===== config.mk =====
export PLATFORM = sky130hd
export DESIGN_NAME = mul_div_unit
export DESIGN_NICKNAME = d
export VERILOG_FILES = /design/src/rtl/mul_div_pkg.sv /design/src/rtl/mul_div_unit_sign_fix.sv /design/src/rtl/mul_div_unit.sv
export SDC_FILE = /design/constraint.sdc
export NUM_CORES = 1
export LEC_CHECK = 0
export ABC_AREA = 1
export BUFFER_PORTS_ARGS = -buffer_cell sky130_fd_sc_hd__buf_2
export CAP_MARGIN = 25
export CELL_PAD_IN_SITES_DETAIL_PLACEMENT = 2
export CELL_PAD_IN_SITES_GLOBAL_PLACEMENT = 2
export CORE_MARGIN = 1
export CORE_UTILIZATION = 34
export DETAILED_ROUTE_END_ITERATION = 16
export PLACE_DENSITY_LB_ADDON = 0.08
export SYNTH_ARGS = -nofsm -noshare
export SYNTH_HDL_FRONTEND = slang
export SYNTH_SLANG_ARGS = --single-unit

===== constraint.sdc =====
create_clock -name clk_i -period 6.21 [get_ports clk_i]
set_input_delay 0.9315 -clock clk_i [delete_from_list [all_inputs] [get_ports clk_i]]
set_output_delay 0.9315 -clock clk_i [all_outputs]
set_load 0.02 [all_outputs]

===== src/rtl/mul_div_pkg.sv =====
// Shared definitions for the iterative multiply/divide unit.
// Latency: n/a (types and constants only).
// Backpressure: n/a.
package mul_div_pkg;

  // Operation encodings carried on op_i.
  localparam logic [1:0] OP_MULT  = 2'b00;
  localparam logic [1:0] OP_MULTU = 2'b01;
  localparam logic [1:0] OP_DIV   = 2'b10;
  localparam logic [1:0] OP_DIVU  = 2'b11;

  // Control FSM states.
  typedef enum logic [1:0] {
    IDLE = 2'b00,
    RUN  = 2'b01,
    DONE = 2'b10
  } state_t;

  // Signed variants are the ones with bit 0 clear.
  function automatic logic op_is_signed(input logic [1:0] op);
    return (op == OP_MULT) || (op == OP_DIV);
  endfunction

endpackage


===== src/rtl/mul_div_unit_sign_fix.sv =====
// Conditional two's-complement negate, used for operand magnitudes and result signs.
// Latency: combinational.
// Backpressure: none.
module sign_fix #(
  parameter int W = 32
) (
  input  logic [W-1:0] data_i,
  input  logic         neg_i,
  output logic [W-1:0] data_o
);

  // Negate when requested, otherwise pass through.
  always_comb begin
    data_o = neg_i ? (~data_i + W'(1)) : data_i;
  end

endmodule


===== src/rtl/mul_div_unit.sv =====
// Iterative MULT/MULTU/DIV/DIVU unit writing HI/LO, one shift-add/shift-subtract step per cycle.
// Latency: WIDTH cycles from the accepting edge to the HI/LO load; divide-by-zero completes after 1 edge.
// Backpressure: start_i is only accepted while not busy; requests during RUN are dropped.
module mul_div_unit
  import mul_div_pkg::*;
#(
  parameter int WIDTH = 32,
  parameter int CNT_W = $clog2(WIDTH) + 1
) (
  input  logic             clk_i,
  input  logic             rst_i,
  input  logic             start_i,
  input  logic [1:0]       op_i,
  input  logic [WIDTH-1:0] src1_i,
  input  logic [WIDTH-1:0] src2_i,
  output logic             busy_o,
  output logic             done_o,
  output logic             div_zero_o,
  output logic [WIDTH-1:0] hi_o,
  output logic [WIDTH-1:0] lo_o
);

  state_t             state_q, state_d;
  logic [CNT_W-1:0]   cnt_q, cnt_d;
  logic               busy_q, busy_d;
  logic               done_q, done_d;
  logic               dz_q, dz_d;
  logic               dz_pend_q, dz_pend_d;
  logic               is_mul_q, is_mul_d;
  logic               res_neg_q, res_neg_d;   // product / quotient sign
  logic               rem_neg_q, rem_neg_d;   // remainder follows the dividend
  logic [WIDTH-1:0]   m_q, m_d;               // multiplicand or divisor magnitude
  logic [WIDTH-1:0]   wa_q, wa_d;             // partial-product high half / partial remainder
  logic [WIDTH-1:0]   wb_q, wb_d;             // multiplier bits / quotient bits
  logic [WIDTH-1:0]   hi_q, hi_d;
  logic [WIDTH-1:0]   lo_q, lo_d;

  logic               src_signed;
  logic [WIDTH-1:0]   a_mag, b_mag;
  logic               a_neg, b_neg;

  logic [WIDTH:0]     add_a, add_b, add_sum;
  logic               sub_en;
  logic [WIDTH-1:0]   wa_n, wb_n;

  logic [2*WIDTH-1:0] prod_fix;
  logic [WIDTH-1:0]   quo_fix, rem_fix;
  logic [WIDTH-1:0]   hi_res, lo_res;
  logic               accept;

  assign src_signed = op_is_signed(op_i);
  assign a_neg      = src_signed & src1_i[WIDTH-1];
  assign b_neg      = src_signed & src2_i[WIDTH-1];

  sign_fix #(.W(WIDTH)) u_fix_src1 (.data_i(src1_i), .neg_i(a_neg), .data_o(a_mag));
  sign_fix #(.W(WIDTH)) u_fix_src2 (.data_i(src2_i), .neg_i(b_neg), .data_o(b_mag));

  // One shared adder: add-if-bit-set for multiply, trial subtract for divide.
  always_comb begin
    if (is_mul_q) begin
      sub_en = 1'b0;
      add_a  = {1'b0, wa_q};
      add_b  = wb_q[0] ? {1'b0, m_q} : '0;
    end else begin
      sub_en = 1'b1;
      add_a  = {wa_q, wb_q[WIDTH-1]};
      add_b  = {1'b0, m_q};
    end
    add_sum = add_a + (sub_en ? ~add_b : add_b) + {{WIDTH{1'b0}}, sub_en};
  end

  // Next working registers: right shift for multiply, restoring left shift for divide.
  always_comb begin
    if (is_mul_q) begin
      wa_n = add_sum[WIDTH:1];
      wb_n = {add_sum[0], wb_q[WIDTH-1:1]};
    end else if (!add_sum[WIDTH]) begin
      wa_n = add_sum[WIDTH-1:0];
      wb_n = {wb_q[WIDTH-2:0], 1'b1};
    end else begin
      wa_n = add_a[WIDTH-1:0];
      wb_n = {wb_q[WIDTH-2:0], 1'b0};
    end
  end

  // Sign correction is applied to the final-iteration value as it is loaded.
  sign_fix #(.W(2*WIDTH)) u_fix_prod (.data_i({wa_n, wb_n}), .neg_i(res_neg_q), .data_o(prod_fix));
  sign_fix #(.W(WIDTH))   u_fix_quo  (.data_i(wb_n), .neg_i(res_neg_q), .data_o(quo_fix));
  sign_fix #(.W(WIDTH))   u_fix_rem  (.data_i(wa_n), .neg_i(rem_neg_q), .data_o(rem_fix));

  assign hi_res = is_mul_q ? prod_fix[2*WIDTH-1:WIDTH] : rem_fix;
  assign lo_res = is_mul_q ? prod_fix[WIDTH-1:0]       : quo_fix;

  // A zero-divisor request occupies one IDLE cycle (dz_pend) and blocks new starts meanwhile.
  assign accept = start_i && (state_q != RUN) && !dz_pend_q;

  // Next-state and datapath control.
  always_comb begin
    state_d   = state_q;
    cnt_d     = cnt_q;
    done_d    = 1'b0;
    dz_d      = 1'b0;
    dz_pend_d = 1'b0;
    is_mul_d  = is_mul_q;
    res_neg_d = res_neg_q;
    rem_neg_d = rem_neg_q;
    m_d       = m_q;
    wa_d      = wa_q;
    wb_d      = wb_q;
    hi_d      = hi_q;
    lo_d      = lo_q;

    case (state_q)
      RUN: begin
        wa_d  = wa_n;
        wb_d  = wb_n;
        cnt_d = cnt_q - CNT_W'(1);
        if (cnt_q == CNT_W'(1)) begin
          hi_d    = hi_res;
          lo_d    = lo_res;
          done_d  = 1'b1;
          state_d = DONE;
        end
      end
      DONE: state_d = IDLE;
      default: begin
        if (dz_pend_q) begin
          done_d  = 1'b1;
          dz_d    = 1'b1;
          state_d = DONE;
        end
      end
    endcase

    if (accept) begin
      if (op_i[1] && (src2_i == '0)) begin
        state_d   = IDLE;
        dz_pend_d = 1'b1;
      end else begin
        state_d   = RUN;
        cnt_d     = CNT_W'(WIDTH);
        is_mul_d  = !op_i[1];
        res_neg_d = a_neg ^ b_neg;
        rem_neg_d = a_neg;
        wa_d      = '0;
        m_d       = op_i[1] ? b_mag : a_mag;
        wb_d      = op_i[1] ? a_mag : b_mag;
      end
    end

    busy_d = (state_d == RUN);
  end

  // All state, including the registered status outputs, updates here.
  always_ff @(posedge clk_i or posedge rst_i) begin
    if (rst_i) begin
      state_q   <= IDLE;
      cnt_q     <= '0;
      busy_q    <= 1'b0;
      done_q    <= 1'b0;
      dz_q      <= 1'b0;
      dz_pend_q <= 1'b0;
      is_mul_q  <= 1'b0;
      res_neg_q <= 1'b0;
      rem_neg_q <= 1'b0;
      m_q       <= '0;
      wa_q      <= '0;
      wb_q      <= '0;
      hi_q      <= '0;
      lo_q      <= '0;
    end else begin
      state_q   <= state_d;
      cnt_q     <= cnt_d;
      busy_q    <= busy_d;
      done_q    <= done_d;
      dz_q      <= dz_d;
      dz_pend_q <= dz_pend_d;
      is_mul_q  <= is_mul_d;
      res_neg_q <= res_neg_d;
      rem_neg_q <= rem_neg_d;
      m_q       <= m_d;
      wa_q      <= wa_d;
      wb_q      <= wb_d;
      hi_q      <= hi_d;
      lo_q      <= lo_d;
    end
  end

  assign busy_o     = busy_q;
  assign done_o     = done_q;
  assign div_zero_o = dz_q;
  assign hi_o       = hi_q;
  assign lo_o       = lo_q;

endmodule


Word level (Yosys, flattened, before mapping)

Cells that the tools add are included.

Flip-flop bits (word level): 175
Output and inout port bits: 67

Add/sub/neg operators: 8
Equality and inequality tests: 6
Mux-type cells: 38
Bitwise operators: 10
Reductions and logical operators: 11

Operators by type and width:

| cell                                                                  | count |
|---|---|
| 32-bit 2-to-1 mux                                                     | 19 |
| 32-bit by 1-bit adder with 32-bit output, second input constant       | 4 |
| 32-bit inverter                                                       | 4 |
| 33-bit 2-to-1 mux                                                     | 2 |
| 64-bit by 1-bit adder with 64-bit output, second input constant       | 1 |
| 64-bit 2-to-1 mux                                                     | 1 |
| 64-bit inverter                                                       | 1 |
| 33-bit by 1-bit adder with 33-bit output                              | 1 |
| 33-bit adder                                                          | 1 |
| 33-bit inverter                                                       | 1 |
| 32-bit logical NOT                                                    | 1 |
| 6-bit 2-to-1 mux                                                      | 3 |
| 1-bit 2-to-1 mux                                                      | 8 |
| 6-bit by 1-bit equality test with 1-bit output, second input constant | 1 |
| 2-bit 2-to-1 mux                                                      | 3 |
| 6-bit by 1-bit subtractor with 6-bit output, second input constant    | 1 |
| 2-bit by 1-bit equality test with 1-bit output, second input constant | 2 |
| 2-bit equality test, second input constant                            | 2 |
| 2-bit case mux with 2 select lines                                    | 1 |
| 2-bit AND reduction                                                   | 2 |
| 1-bit logical AND                                                     | 3 |
| 1-bit AND                                                             | 2 |
| 1-bit logical NOT                                                     | 2 |
| 2-bit logical NOT                                                     | 1 |
| 6 further kinds                                                       | 6 |

Depth between registers and ports, before layout

Depth in word-level cells: 12
Gate-level depth with buffers: 44

By module

From an unflattened synthesis, not the netlist that was laid out.

Cell total of the unflattened synthesis: 3467
Area total of the unflattened synthesis: 19996.7 um^2

Modules (own cells, without submodules):

| module                   | instances | cells each | area an instance (um^2) | sequential area each (um^2) |
|---|---|---|---|---|
| mul_div_unit             | 1         | 2061       | 13096.3                 | 4379.2 |
| sign_fix (u_fix_quo ...) | 4         | 227        | 1108.6                  | 0.0 |
| sign_fix (u_fix_prod)    | 1         | 498        | 2466.1                  | 0.0 |

Worst setup path before layout

Ideal clock, no wire load.

Kind: reg2reg
From: reg is_mul_q
To: reg hi_q[18], in the netlist hi_o[18]
Setup time: 117 ps
Arrival: 5248 ps
Data required time: 6093 ps
Path slack: 845 ps
Cell stages (with the launch flop): 45
Buffers on the path: 10
Cell sequence: dfrtp_1 > buf_6 > buf_4 > buf_6 > buf_2 > buf_4 > buf_2 > buf_2 > buf_2 > buf_1 > nand3_1 > o21ai_0 > ha_1 > nand2_1 > inv_2 > nand2_1 > inv_1 > a21oi_2 > [... 9 more ...] > nand3_2 > nor2_2 > nand2_1 > nor2_1 > nand2_1 > nor2_2 > nand4_2 > nor2_2 > nand4_1 > nor2_2 > nand2_1 > nand2_2 > buf_6 > nand4_1 > nand2_1 > nand2_1 > nand3_1 > nand2_1

Word-level cells in the longest chain between the ends: 11
Elaborated cells on any way between the ends: 18

Ends and longest elaborated chain:

| what                                                                                                 | RTL line                    | RTL |
|---|---|---|
| from (decl)                                                                                          | mul_div_unit.sv:29          | `logic is_mul_q, is_mul_d;` |
| from (signal assigned)                                                                               | mul_div_unit.sv:178         | `is_mul_q <= is_mul_d;` |
| 32-bit 2-to-1 mux                                                                                    | mul_div_unit.sv:60          | `if (is_mul_q) begin` |
| 33-bit inverter                                                                                      | mul_div_unit.sv:69          | `add_sum = add_a + (sub_en ? ~add_b : add_b) + {{WIDTH{1'b0}}, sub_en};` |
| 33-bit 2-to-1 mux                                                                                    | mul_div_unit.sv:69          |  |
| 33-bit adder                                                                                         | mul_div_unit.sv:69          |  |
| 33-bit by 1-bit adder with 33-bit output                                                             | mul_div_unit.sv:69          |  |
| 1-bit 2-to-1 mux or 32-bit 2-to-1 mux (tied branches)                                                | mul_div_unit.sv:77          | `end else if (!add_sum[WIDTH]) begin` |
| 32-bit 2-to-1 mux                                                                                    | mul_div_unit.sv:74          | `if (is_mul_q) begin` |
| 64-bit inverter or 32-bit inverter (tied branches)                                                   | mul_div_unit_sign_fix.sv:14 | `data_o = neg_i ? (~data_i + W'(1)) : data_i;` |
| 64-bit by 1-bit adder with 64-bit output or 32-bit by 1-bit adder with 32-bit output (tied branches) | mul_div_unit_sign_fix.sv:14 |  |
| 64-bit 2-to-1 mux or 32-bit 2-to-1 mux (tied branches)                                               | mul_div_unit_sign_fix.sv:14 |  |
| 32-bit 2-to-1 mux (*)                                                                                | mul_div_unit.sv:91          | `assign hi_res = is_mul_q ? prod_fix[2*WIDTH-1:WIDTH] : rem_fix;` |
| to (signal assigned)                                                                                 | mul_div_unit.sv:184         | `hi_q <= hi_d;` |
| to (decl)                                                                                            | mul_div_unit.sv:35          | `logic [WIDTH-1:0] hi_q, hi_d;` |

Every way passes the cells marked *; elsewhere a longest branch is shown, timed or not.
A chain may end at the register's enable or synchronous reset.

Final worst setup path

From: reg is_mul_q
To: reg hi_q[20], in the netlist hi_o[20]

The elaborated chain is that of the path after synthesis.

==> reports/qor.yml <==
outcome:
  status: "finished clean"
drt:
  vias: 16600
  remaining_drc_errors: 0
  routedWlPerCell_um: 21.9
  ant_nets: 0
  drt_first_pass_iters: 5
  viasPerCell: 5.35
  drtIter0Drc: 799
  routed_wl_um: 67700
sta:
  drv_slew: 0
  setup_tns_ns: 0
  fmax_mhz: 176
  slew_headroom_pct: 42.5
  fin_ws_ns: 0.542
  finalCritPeriodShare_pct: 91.3
  skew_ns: 0.0148
  tightest_slew_ns: 0.853
  setup_violations: 0
  finalCriticalPeriod_ns: 5.67
  rsz0062_at_grt: "false"
  hold_violations: 0
clock_tree:
  cts.clk_slew.worst_paths_ns: 0.08
  cts_tree: "done"
  numClockSinks: 175
  cts_resized: 0
  clk_latency_ns: 0.47
  root_buffer: "clkbuf_16"
  clockBufferDepth: 2
  cts_setup_buffers: 0
  hold_buffers: 0
  cts_buffers: 17
  htreeDepth: 4
finish:
  area_growth_pct: 11.8
  fillers: 5590
  nets: 2596
  multiInputGateArea_sq_um: 9100
  fin_cells: 3093
  drive_gt1_share_pct: 11.9
  seq_area_sq_um: 4380
  post-route-util_pct: 38.6
  n_antenna_cell: 0
placement:
  dp_slack_ns: 0.453
  hpwlAfterDp_um: 54400
  numPortBuffers: 135
  place.gp.congestion: 0.907
  place_inst: 3060
floorplanning:
  die_x_um: 214
  die_y_um: 214
  dieArea_sq_um: 45900
  initial_core_util_pct: 34.6
  num_rows: 77
  core_area_sq_um: 44300
  io_pins: 136
critical_path:
  path_common_cell: "nand2_1"
  crit_buf_inv: 4
  start_kind: "flop"
  crit_slowest_cell: "dfrtp_4"
  critPathMaxStageDelay_ns: 0.68
  worstPathRequired_ns: 6.56
  crit_family: "simple AND/OR/NAND/NOR gates"
  crit_type: "flop to flop"
  end_kind: "flop"
  crit_arrival_ns: 6.02
  crit_fanout: 33
yosys:
  synth_area_sq_um: 15300
  synthTopCellsByCount: "nand2_1 (629), inv_1 (354), nor2_1 (237)"
  ys_seq_area_share_pct: 28.6
  synth_cells: 2405
  yosys.area.top_type: "dfrtp_1"
  yosysWarnings: 0
  ys_types: 52
  ys_ff_latch: 175
  synth_area_leaders: "dfrtp_1 (29%), nand2_1 (15%), inv_1 (8.7%), o21ai_0 (6.0%), nor2_1 (5.8%)"
  async_flop_share_pct: 100
  synthFlopType: "dfrtp_1"
  synth_top_area_share_pct: 28.6
  yosysMostFrequentCell: "nand2_1"
  synth-edff-count: 0
  post_synth.cell_area_avg_sq_um: 6.37
  synth_fp_nets: 2513
grt:
  grt-ovfl-total: 0
  antenna_found_initial: 0
  grt_max_degree: 91
  grt_pass1_vias: 18300
  globalRouteTotalUtil_pct: 29.7
  grt_pass1_wl_um: 105000
job:
  drv_cap: 0
worst_hold_path:
  hold_path.class: "flop to flop"
## per-stage QoR
step | cell area (sq um) | hold slack [ns]
3_5_place_dp | 16500 | 0.464
5_1_grt | 17100 | 0.494
4_1_cts | 17100 | 0.482
2_1_floorplan | 15300 | 0.475
3_3_place_gp | 16500 | 0.457
6_report | 17100 | 0.477
## path summary, 6_finish.rpt
kind / cells after the start / startpoint / slack (ns) / endpoint
min: 2 / hi_o[18] / 0.48 / hi_o[18]
min in group asynchronous: 2 / rst_i / 0.61 / lo_o[21]
max reg2reg: 36 / is_mul_q / 0.54 / hi_o[20]
max in group asynchronous: 3 / rst_i / 4.58 / wa_q[30]
max: 36 / is_mul_q / 0.54 / hi_o[20]
min reg2reg: 2 / hi_o[18] / 0.48 / hi_o[18]
## cell usage in the layout (no fill, tap or decap), drive strengths merged
cell        n
o21ai     205
a21boi      2
ha         38
xnor2      25
bufinv      1
o221ai     34
and3        1
nand4      24
clkbuf     20
a221oi     19
nor3b       1
a21oi     102
o21a        3
mux2i       1
nor2      263
or2        14
nor3       29
a21o        1
a211oi     19
clkinv      4
a22oi       1
dfrtp     175
inv       374
o211ai     13
o21bai     12
o22ai       1
o31ai       2
nand3     182
clkinvlp    1
xor2       84
nor4        6
nand2     652
a31oi      14
and2        1
nand3b     12
buf       164
fa          1
## routing by layer
layer	up-vias	wire, um	track usage, %
met5	-	0	0
met4	0	2530	11.7
met3	110	1120	2.68
met2	230	36100	56.7
met1	8333	28000	33.7
li1	7890	-	-
## sequential cells by signal, indices dropped and copies added (netlist names)
signal      flops
wb_q           32
hi_o           32
dz_pend_q       1
cnt_q           6
div_zero_o      1
wa_q           32
lo_o           32
rem_neg_q       1
done_o          1
state_q         2
is_mul_q        1
res_neg_q       1
busy_o          1
m_q            32
## tightest hold or removal path, stage by stage (launching register included)
cell and delay, ns:
dfrtp_1 0.34, nand2_1 0.05, nand2_1 0.05
## logic make-up (layout without fill, tap and decap cells)
kind of cell	Yosys count	count (layout)	synth area share (%)
buf+inv	468	564	12.1
compound gates	428	428	16.7
mux	1	1	0.0654
fa+ha+maj	39	39	3.24
simple gates	1185	1185	33.1
flops	175	175	28.6
xor+xnor	109	109	6.23
## layout make-up
cell class	count	area share (%)
inverter	368	8.10
clock inverter	12	0.716
clock buffer	20	2.67
multi-input combinational	1762	53.2
sequential	175	25.6
tap	592	4.33
timing repair buffer	164	5.44
Power is not shown: default switching activity piles up to over one toggle a cycle in this logic, so the estimate is an artifact.
